`src/rtl/serial_port_demux_pkg.sv`:
```
// Shared types and constants for the serial port demultiplexer:
// FSM state encoding and the active-low hex 7-segment table.
package serial_port_demux_pkg;

  typedef enum logic [2:0] {
    IDLE  = 3'd0,
    PORT  = 3'd1,
    COUNT = 3'd2,
    DATA  = 3'd3,
    DONE  = 3'd4
  } state_t;

  // Segment order {g,f,e,d,c,b,a}, a 0 lights the segment.
  localparam logic [6:0] SSD_LUT [16] = '{
    7'b1000000, 7'b1111001, 7'b0100100, 7'b0110000,
    7'b0011001, 7'b0010010, 7'b0000010, 7'b1111000,
    7'b0000000, 7'b0010000, 7'b0001000, 7'b0000011,
    7'b1000110, 7'b0100001, 7'b0000110, 7'b0001110
  };

endpackage

```
`src/rtl/serial_port_demux_hex_to_ssd.sv`:
```
// Hex nibble to active-low 7-segment decoder.
module hex_to_ssd
  import serial_port_demux_pkg::*;
(
  input  logic [3:0] hex,
  output logic [6:0] seg
);

  assign seg = SSD_LUT[hex];

endmodule

```
`src/rtl/serial_port_demux.sv`:
```
// Serial frame router: start bit, 2-bit port, 4-bit length, payload steered
// to one of four ports; remaining length shown on a hex 7-segment digit.
module serial_port_demux
  import serial_port_demux_pkg::*;
(
  input  logic       clk,
  input  logic       rst,
  input  logic       clkEn,
  input  logic       SerIn,
  output logic       SerOutValid,
  output logic       Done,
  output logic       P0,
  output logic       P1,
  output logic       P2,
  output logic       P3,
  output logic [6:0] SSD_Out
);

  state_t     state, state_nx;
  logic [1:0] port, port_nx;
  logic [3:0] cnt, cnt_nx;
  logic [1:0] bit_cnt, bit_cnt_nx;
  logic [3:0] p_vec;

  always_ff @(posedge clk or negedge rst) begin
    if (!rst) begin
      state   <= IDLE;
      port    <= '0;
      cnt     <= '0;
      bit_cnt <= '0;
    end else if (clkEn) begin
      state   <= state_nx;
      port    <= port_nx;
      cnt     <= cnt_nx;
      bit_cnt <= bit_cnt_nx;
    end
  end

  always_comb begin
    state_nx   = state;
    port_nx    = port;
    cnt_nx     = cnt;
    bit_cnt_nx = bit_cnt;
    case (state)
      IDLE: begin
        if (!SerIn) begin
          state_nx   = PORT;
          bit_cnt_nx = '0;
        end
      end
      PORT: begin
        port_nx    = {port[0], SerIn};
        bit_cnt_nx = bit_cnt + 2'd1;
        if (bit_cnt == 2'd1) begin
          state_nx   = COUNT;
          bit_cnt_nx = '0;
        end
      end
      COUNT: begin
        cnt_nx     = {cnt[2:0], SerIn};
        bit_cnt_nx = bit_cnt + 2'd1;
        if (bit_cnt == 2'd3) begin
          bit_cnt_nx = '0;
          // A zero-length frame skips DATA entirely.
          state_nx   = (cnt_nx == 4'd0) ? DONE : DATA;
        end
      end
      DATA: begin
        cnt_nx = cnt - 4'd1;
        if (cnt == 4'd1) state_nx = DONE;
      end
      DONE:    state_nx = IDLE;
      default: state_nx = IDLE;
    endcase
  end

  assign SerOutValid = (state == DATA);
  assign Done        = (state == DONE);

  // Selected port follows SerIn combinationally during payload.
  assign p_vec = (state == DATA) ? (4'(SerIn) << port) : 4'b0000;
  assign P0 = p_vec[0];
  assign P1 = p_vec[1];
  assign P2 = p_vec[2];
  assign P3 = p_vec[3];

  hex_to_ssd u_ssd (
    .hex (cnt),
    .seg (SSD_Out)
  );

endmodule

```
`config.mk`:
```
export PLATFORM = sky130hd
export DESIGN_NAME = serial_port_demux
export DESIGN_NICKNAME = d
export VERILOG_FILES = /design/src/rtl/serial_port_demux_pkg.sv /design/src/rtl/serial_port_demux_hex_to_ssd.sv /design/src/rtl/serial_port_demux.sv
export SDC_FILE = /design/constraint.sdc
export NUM_CORES = 1
export LEC_CHECK = 0
export CAP_MARGIN = 20
export CELL_PAD_IN_SITES_DETAIL_PLACEMENT = 1
export CELL_PAD_IN_SITES_GLOBAL_PLACEMENT = 1
export CORE_ASPECT_RATIO = 0.6
export CORE_UTILIZATION = 42
export CTS_CLUSTER_DIAMETER = 80
export DETAILED_ROUTE_END_ITERATION = 6
export PLACE_DENSITY = 0.83
export SYNTH_ARGS = -nofsm -noshare
export SYNTH_HDL_FRONTEND = slang
export SYNTH_HIERARCHICAL = 1
export SYNTH_SLANG_ARGS = --single-unit
```
`constraint.sdc`:
```
create_clock -name clk -period 4.7 [get_ports clk]
set_input_delay 0.94 -clock clk [delete_from_list [all_inputs] [get_ports clk]]
set_output_delay 0.94 -clock clk [all_outputs]
set_load 0.05 [all_outputs]
```
* After elaboration in Yosys (flattened, before gate mapping)
Memories as Yosys holds them, arrays and structs flattened.
Index checks and enable logic that the tools add are counted.
** Storage, ports and cells
- Bits in registers :: 11
- Memories :: 1
- ROM bits :: 112
- Bits of input ports :: 4
** Cells by class
- Bitwise logic cells :: 1
- Shift operators :: 1
- Mux-type cells :: 14
- Magnitude comparators :: 1
- Equality and inequality tests :: 11
- Reductions and logical operators :: 8
- Add/sub/neg operators :: 2
** Memory list
- (name not given) :: depth 16, width 7, rd ports 1, clocked after memory_dff 0, write ports 0, RTL line serial_port_demux_hex_to_ssd.sv:9 : assign seg = SSD_LUT[hex];
** Operators with widths (count)
- $mux 3 :: 5
- $mux 7 :: 2
- $pmux 3 s4 :: 1
- $pmux 4 s2 :: 1
- $eq 3x2->1 const B :: 2
- $mux 2 :: 3
- $ne 2x2->1 const B :: 3
- $pmux 2 s3 :: 1
- $ge 5x5->1 const B :: 1
- $not 4->5 :: 1
- $reduce_and 5->1 :: 1
- $eq 4x1->1 const B :: 1
- $logic_not 4->1 :: 1
- $mux 4 :: 1
- $reduce_and 2->1 :: 2
- $shl 1x2->4 :: 1
- $sub 4x1->4 const B :: 1
- $eq 3x1->1 const B :: 1
- $eq 3x3->1 const B :: 1
- $logic_not 3->1 :: 1
- $reduce_and 3->1 :: 1
- $reduce_bool 3->1 :: 1
- $add 2x1->2 const B :: 1
- $eq 2x1->1 const B :: 1
- other kinds (3) :: 3

* Depth between registers and ports, before layout
Gate-level depths: netlist of the first run.
- Depth in word-level cells :: 4
- Gate-level depth with buffers :: 6

* By module
The synthesis of the first run kept the hierarchy.
** By module, submodules not included
- serial_port_demux :: area an instance 765.7 µm², cells each 85, instances 1
- hex_to_ssd :: area an instance 264.0 µm², cells each 36, instances 1

* Least setup slack after synthesis of the first run
No wires, ideal clock.
- Kind :: register to output
- From :: reg state[2]
- To :: out P0
- Path buffers :: 2
- Data required time :: 3.760 ns
- Slack :: 1.308 ns
- Arrival time :: 2.452 ns
- Cell stages (with the launch flop) :: 6
- Cell sequence :: dfrtp_1 buf_6 and3b_1 clkbuf_1 nand2_1 nor3_1
** Between the ends
- Word-level cells in the longest chain between the ends :: 2
** Ends and longest elaborated chain
- from (decl) :: RTL line serial_port_demux.sv:19 : state_t state, state_nx;
- from (signal assigned) :: RTL line serial_port_demux.sv:32 : state <= state_nx;
- $eq 3x2->1
- named net SerOutValid :: RTL line serial_port_demux.sv:10 : output logic SerOutValid,
- $mux 4 :: RTL line serial_port_demux.sv:81 : assign p_vec = (state == DATA) ? (4'(SerIn) << port) : 4'b0000;
- to (decl) :: RTL line serial_port_demux.sv:12 : output logic P0,
The timed path passes the listed nets, and every way through them passes these cells.

* Worst setup path in the final report of the first run
- From :: in SerIn
- To :: out P0
** Between the ends
- Word-level cells in the longest chain between the ends :: 2
** Ends and longest elaborated chain
- from (decl) :: RTL line serial_port_demux.sv:9 : input logic SerIn,
- $shl 1x2->4 :: RTL line serial_port_demux.sv:81
- $mux 4 :: RTL line serial_port_demux.sv:81
No other way between the ends.

==> summary.txt, run 1 <==
status = finished, final reports clean
R2R depth = 4
Synth cell types = 41
DP HPWL = 1.958 mm
largest net degree at the start of global routing = 21
fraction of registers with async set/reset = 100.0%
fin nets = 152
overall routed net length = 2.633 mm
most common cell after layout, fill and taps aside = sky130_fd_sc_hd__clkdlybuf4s50_1
max-slew violation count = 0
synthesized area = 0.001030 mm²
DRC errors left = 0
count of routing violations after the opening detailed-route iteration = 23
Clk pin slew, worst setup/hold paths = 0.05 ns
critical path's slowest cell = sky130_fd_sc_hd__clkdlybuf4s50_1
area growth from synthesis to layout = 19.32%
EDFF count, synth = 0
crit share post-route = 78.08%
Worst Hold Launch = port[0]
I/O pin total = 17
slew at the pin closest to its max-slew limit = 0.6576 ns
Hold Fails Final Rpt = 0
Tot GR Track Use = 23.49%
worst rel slew slack = 56.16%
num rows = 13
maximum capacitance violations = 0
worst min-delay path category = flip-flop to flip-flop
via count of the first global-routing pass = 846
maximum level of the CTS H-tree = 1
busiest layer in global routing = met2
Die Ht = 40.36 µm
clock tree from TritonCTS = built
met2 track demand over resource in global routing = 34.69%
sequential element share of the synthesized area = 26.73%
Reg-to-Reg End = state[0]
TritonRoute pass-1 iters = 4
clock buffer depth = 2
clk_lat worst skew = 0.24 ns
Setup TNS Final = 0 ns
upper clock frequency limit = 272.5 MHz
Net Count, Synth = 137
horizontal extent of the die = 65.93 µm
Worst Hold Depth = 1
FILL cells = 270
synth warn = 6
number of I/O port buffers = 16
flops & latches, synth = 11
met3 Track Usage GR = 4.261%
min cycle time layout = 3.670 ns
global placement routability congestion = 0.7525
slack of the worst reg-to-reg path = 2.99 ns
largest driver fanout on the critical path = 8
list of cells traversed by the critical path = clkdlybuf4s50_1 -> nand2_1 -> nor3_1 -> clkdlybuf4s50_1
Antenna Violating Nets Remaining = 0
end point of the most critical hold path = port[1]
slowest cell delay on critical path = 0.84 ns
fraction of final layout cells with drive strength greater than 1 = 8.148%
count of final setup violators = 0
wire length of the first global-routing pass = 4.360 mm
data arrival time of the critical path = 2.73 ns
number of gates resized after cts = 0
kind of start point of the critical path = input pin
Post-Synthesis Mean Instance Area = 8.510 µm²
number of vias in the routed layout = 915
wire per inst = 15.96 µm
synthesized netlist cell count = 121
Post-synth top flop = sky130_fd_sc_hd__dfrtp_1
number of buffers inserted for hold repair after clock tree synthesis = 0
library cell appearing most often on the critical path = sky130_fd_sc_hd__clkdlybuf4s50_1
unrepaired setup endpoints after global routing = no
TritonCTS Buffers = 3
Critical Path Sink Type = output port
maximum clock skew at final layout = 0.003114 ns
starting density of the core = 45.88%
Reg2Reg Launch Point = state[0]
drt via density = 5.545
Global Route met1 Usage = 33.61%
commonest cells after routing, fill and taps aside = 16 x sky130_fd_sc_hd__clkdlybuf4s50_1, 12 x sky130_fd_sc_hd__ha_1, 11 x sky130_fd_sc_hd__nand2_1, 11 x sky130_fd_sc_hd__dfrtp_1, 10 x sky130_fd_sc_hd__inv_1
cell at the root of the clock tree = sky130_fd_sc_hd__clkbuf_8
die area = 0.002660 mm²
type of the worst setup path = input pin to output port
diodes inserted = 0
required time at the worst-slack endpoint = 3.76 ns
total global routing overflow = 0
area of the core = 0.002245 mm²
antenna violations before repair = 0
sink count of the clock tree = 11
Hold Slack = 0.5752 ns
Setup Buffers After CTS = 0
area by class of cell:
cell class,instances,area [µm²],area share [%]
inverters,11,41.29,3.360
well taps,30,37.54,3.055
multi-input cells,93,669.4,54.48
flip-flops and latches,11,275.3,22.40
repair buffers,16,160.2,13.03
clock buffers,4,45.04,3.666
state kept, by name, indices dropped and copies added (netlist names):
| name | count |
|---|---|
| cnt | 4 |
| port | 2 |
| state | 3 |
| bit_cnt | 2 |
how the worst max path moves through the flow:
stage	startpoint	end	cells after the start	slack (ns)
detailed placement	SerIn	P0	4	1.05
global placement	SerIn	P1	4	1.18
global route	SerIn	P0	4	0.94
floorplan	state[2]	P0	5	1.31
CTS	SerIn	P0	4	1.04
finish	SerIn	P0	4	1.03
cell usage after synthesis (2+ instances only):
library cell | instances | area [µm²]
sky130_fd_sc_hd__ha_1 | 12 | 150.1
sky130_fd_sc_hd__dfrtp_1 | 11 | 275.3
sky130_fd_sc_hd__nand2_1 | 11 | 41.29
sky130_fd_sc_hd__inv_1 | 10 | 37.54
sky130_fd_sc_hd__o21ai_1 | 8 | 40.04
sky130_fd_sc_hd__nor2_1 | 7 | 26.28
sky130_fd_sc_hd__a21oi_1 | 4 | 20.02
sky130_fd_sc_hd__nand2b_1 | 4 | 25.02
sky130_fd_sc_hd__nand3_1 | 4 | 20.02
sky130_fd_sc_hd__nor3b_1 | 4 | 30.03
sky130_fd_sc_hd__o21ai_0 | 4 | 20.02
sky130_fd_sc_hd__a31oi_1 | 3 | 18.77
sky130_fd_sc_hd__o21ai_2 | 3 | 26.28
sky130_fd_sc_hd__buf_2 | 2 | 10.01
sky130_fd_sc_hd__buf_6 | 2 | 22.52
sky130_fd_sc_hd__mux2_1 | 2 | 22.52
sky130_fd_sc_hd__mux2i_1 | 2 | 20.02
sky130_fd_sc_hd__nor3_1 | 2 | 10.01
sky130_fd_sc_hd__o21a_1 | 2 | 15.01
sky130_fd_sc_hd__or3_1 | 2 | 12.51
sky130_fd_sc_hd__or4b_1 | 2 | 20.02
metrics by stage:
step | setup WS, ns | cell area (µm²) | std cells | util (%)
5_1_grt | 0.9358 | 1229 | 165 | 54.74
3_5_place_dp | 1.050 | 1184 | 161 | 52.73
2_1_floorplan | 1.308 | 1030 | 121 | -
4_1_cts | 1.036 | 1229 | 165 | 54.74
6_report | 1.030 | 1229 | 165 | 54.74
3_3_place_gp | 1.178 | 1184 | 161 | 52.73
worst max-delay path: cells and delay by family:
kind / cells / cell delay (ns)
buf+inv: 2 / 1.47
simple gates: 2 / 0.31
metal layers:
layer  routed length (µm)  vias up  part of all wire (%)
li1                     -      457                     -
met1                 1456      445                    55
met2                 1092       11                    41
met3                   56        2                   2.1
met4                   27        0                   1.0
met5                    0        -                     0
cell families after synthesis:
group	synth area share [%]
fa+ha+maj	14.58
compound gates	20.78
simple gates	25.52
buf+inv	8.262
mux	4.131
flops	26.73
Power of run 1 is left out: the tool's default activity adds up to more than one toggle a clock period on the data nets, which glitch-free logic cannot reach.
==> run 2, diff against run 1 <==
- CORE_UTILIZATION: 42 -> 35
- PLACE_DENSITY: 0.83 -> 0.74
- clock period: 4.7 -> 3.1 ns (I/O delays scaled with it)
==> run 2 against run 1 <==
Compared with the run above:
- wire length increased by 5.2%
- sequential share of layout area is 0.36 points lower
- die area grew 19%
- hold slack lost 0.017 ns
- critical path depth grew 1
- global-route usage shrank 3.3 points
- clock skew fell by 0.00086 ns
- count of clock-buffer cells in the layout did not move
- critical endpoint is now SSD_Out[1]
- first-iteration DRC count grew 35%
- register-to-register slack lost 1.6 ns
==> summary.txt, run 2 (synthesis results as in run 1) <==
area growth from synthesis to layout = 21.26% (was 19.32%)
TritonCTS Buffers = 3 (unchanged)
Core Util, Final = 47.21% (was 54.74%)
Critical Path Sink Type = output port (unchanged)
number of instances in the placed design = 173 (was 161)
clock buffer depth = 2 (unchanged)
max FFs per register = 4 (unchanged)
worst min-delay path category = flip-flop to flip-flop (unchanged)
register containing the most flip-flops in the final layout = cnt (unchanged)
required time at the worst-slack endpoint = 2.48 ns (was 3.76 ns)
status = finished, final reports clean (unchanged)
fin nets = 154 (was 152)
number of cells in the finished layout apart from fillers = 177 (was 165)
Antenna Violating Nets Remaining = 0 (unchanged)
DP HPWL = 2.111 mm (was 1.958 mm)
drt via density = 5.305 (was 5.545)
FILL cells = 321 (was 270)
antenna violations before repair = 0 (unchanged)
total global routing overflow = 0 (unchanged)
clock tree from TritonCTS = built (unchanged)
Clk pin slew, worst setup/hold paths = 0.05 ns (about the same)
diodes inserted = 0 (unchanged)
largest driver fanout on the critical path = 11 (was 8)
clk_lat worst skew = 0.24 ns (about the same)
fraction of final layout cells with drive strength greater than 1 = 12.41% (was 8.148%)
Buf/Inv on CP = 2 (unchanged)
crit share post-route = 95.15%
number of vias in the routed layout = 939 (was 915)
unrepaired setup endpoints after global routing = no (unchanged)
cell at the root of the clock tree = sky130_fd_sc_hd__clkbuf_8 (unchanged)
sink count of the clock tree = 11 (unchanged)
starting density of the core = 38.93% (was 45.88%)
Tot GR Track Use = 20.14% (was 23.49%)
largest net degree at the start of global routing = 21 (unchanged)
post-place setup slack = 0.3449 ns (was 1.050 ns)
kind of start point of the critical path = flip-flop (was input pin)
most common cell after layout, fill and taps aside = sky130_fd_sc_hd__ha_1 (was sky130_fd_sc_hd__clkdlybuf4s50_1)
slew at the pin closest to its max-slew limit = 0.6240 ns (was 0.6576 ns)
horizontal extent of the die = 72.03 µm (was 65.93 µm)
maximum level of the CTS H-tree = 1 (unchanged)
min cycle time layout = 2.950 ns
max-slew violation count = 0 (unchanged)
num rows = 14 (was 13)
wire length of the first global-routing pass = 4.816 mm (was 4.360 mm)
area of the core = 0.002645 mm² (was 0.002245 mm²)
number of I/O port buffers = 16 (unchanged)
maximum clock skew at final layout = 0.002253 ns (was 0.003114 ns)
DRC errors left = 0 (unchanged)
I/O pin total = 17 (unchanged)
upper clock frequency limit = 339.0 MHz
global placement routability congestion = 0.7933 (was 0.7525)
die area = 0.003170 mm² (was 0.002660 mm²)
critical path's slowest cell = sky130_fd_sc_hd__clkdlybuf4s50_1 (unchanged)
type of the worst setup path = flip-flop to output port (was input pin to output port)
list of cells traversed by the critical path = inv_1 -> ha_1 -> nand2_2 -> o21ai_1 -> clkdlybuf4s50_1 (was clkdlybuf4s50_1 -> nand2_1 -> nor3_1 -> clkdlybuf4s50_1)
commonest cells after routing, fill and taps aside = 12 x sky130_fd_sc_hd__ha_1, 11 x sky130_fd_sc_hd__nand2_1, 11 x sky130_fd_sc_hd__dfrtp_1, 11 x sky130_fd_sc_hd__clkdlybuf4s50_1, 10 x sky130_fd_sc_hd__inv_1 (was 16 x sky130_fd_sc_hd__clkdlybuf4s50_1, 12 x sky130_fd_sc_hd__ha_1, 11 x sky130_fd_sc_hd__nand2_1, 11 x sky130_fd_sc_hd__dfrtp_1, 10 x sky130_fd_sc_hd__inv_1)
slowest cell delay on critical path = 0.83 ns (was 0.84 ns)
registers with the most flip-flops = cnt x4, state x3 (unchanged)
count of routing violations after the opening detailed-route iteration = 31 (was 23)
Worst Setup Slack, final = 0.1505 ns (was 1.030 ns)
via count of the first global-routing pass = 975 (was 846)
count of final setup violators = 0 (unchanged)
critical path's top delay family = buffers and inverters (unchanged)
wire per inst = 15.65 µm (was 15.96 µm)
overall routed net length = 2.770 mm (was 2.633 mm)
worst rel slew slack = 58.40% (was 56.16%)
maximum capacitance violations = 0 (unchanged)
data arrival time of the critical path = 2.33 ns (was 2.73 ns)
Die Ht = 44.02 µm (was 40.36 µm)
Hold Fails Final Rpt = 0 (unchanged)
Setup TNS Final = 0 ns (unchanged)
TritonRoute pass-1 iters = 4 (unchanged)
-- run 2: changes by cell type in the layout (fill, tap and decap cells not counted) --
cell,previous run,this run
sky130_fd_sc_hd__clkdlybuf4s50_1,16,11
sky130_fd_sc_hd__buf_4,0,6
sky130_fd_sc_hd__dlymetal6s2s_1,0,1
-- run 2: final cells by class --
type	count	area, µm²	area share, %
inverters	11	41.29	3.307
repair buffers	18	167.7	13.43
multi-input cells	93	669.4	53.61
clock buffers	4	45.04	3.607
flip-flops and latches	11	275.3	22.04
well taps	40	50.05	4.008
-- run 2: worst register-to-register path, cell delays in order, from the launching register on --
cell and delay, ns:
sky130_fd_sc_hd__dfrtp_1 0.47, sky130_fd_sc_hd__buf_4 0.20, sky130_fd_sc_hd__nor4_1 0.48, sky130_fd_sc_hd__mux2i_1 0.20
sky130_fd_sc_hd__a22oi_1 0.18, sky130_fd_sc_hd__o41ai_1 0.10
-- run 2: final timing paths --
| kind | startpoint | endpoint | slack (ns) | cells after the start |
|---|---|---|---|---|
| worst max-delay path | cnt[1] | SSD_Out[1] | 0.15 | 5 |
| worst min-delay path | port[0] | port[1] | 0.56 | 1 |
| worst max register to register | cnt[0] | state[1] | 1.35 | 5 |
| worst min register to register | port[0] | port[1] | 0.56 | 1 |
| max in group asynchronous | rst | cnt[0] | 2.04 | 1 |
| min in group asynchronous | rst | bit_cnt[1] | 0.72 | 1 |
-- run 2: metal layers --
layer	GRT usage [%]	share of wire, %	up-vias
li1	-	-	464
met1	27.79	51	451
met2	33.02	44	18
met3	4.100	2.9	6
met4	4.706	1.6	0
met5	0	0	-
-- run 2: through the flow --
step,hold WS [ns],cell area (µm²)
6_report,0.5578,1249
5_1_grt,0.5766,1249
4_1_cts,0.5548,1246
3_5_place_dp,0.5368,1201
3_3_place_gp,0.5303,1201
2_1_floorplan,0.3244,1030
-- run 2: what timing repair did --
action	in CTS	in global routing
setup buffers	0	0
hold buffers	0	0
gates resized for setup	0	1
endpoints found under the setup margin	0	1
Power of run 2 is left out for the same reason.
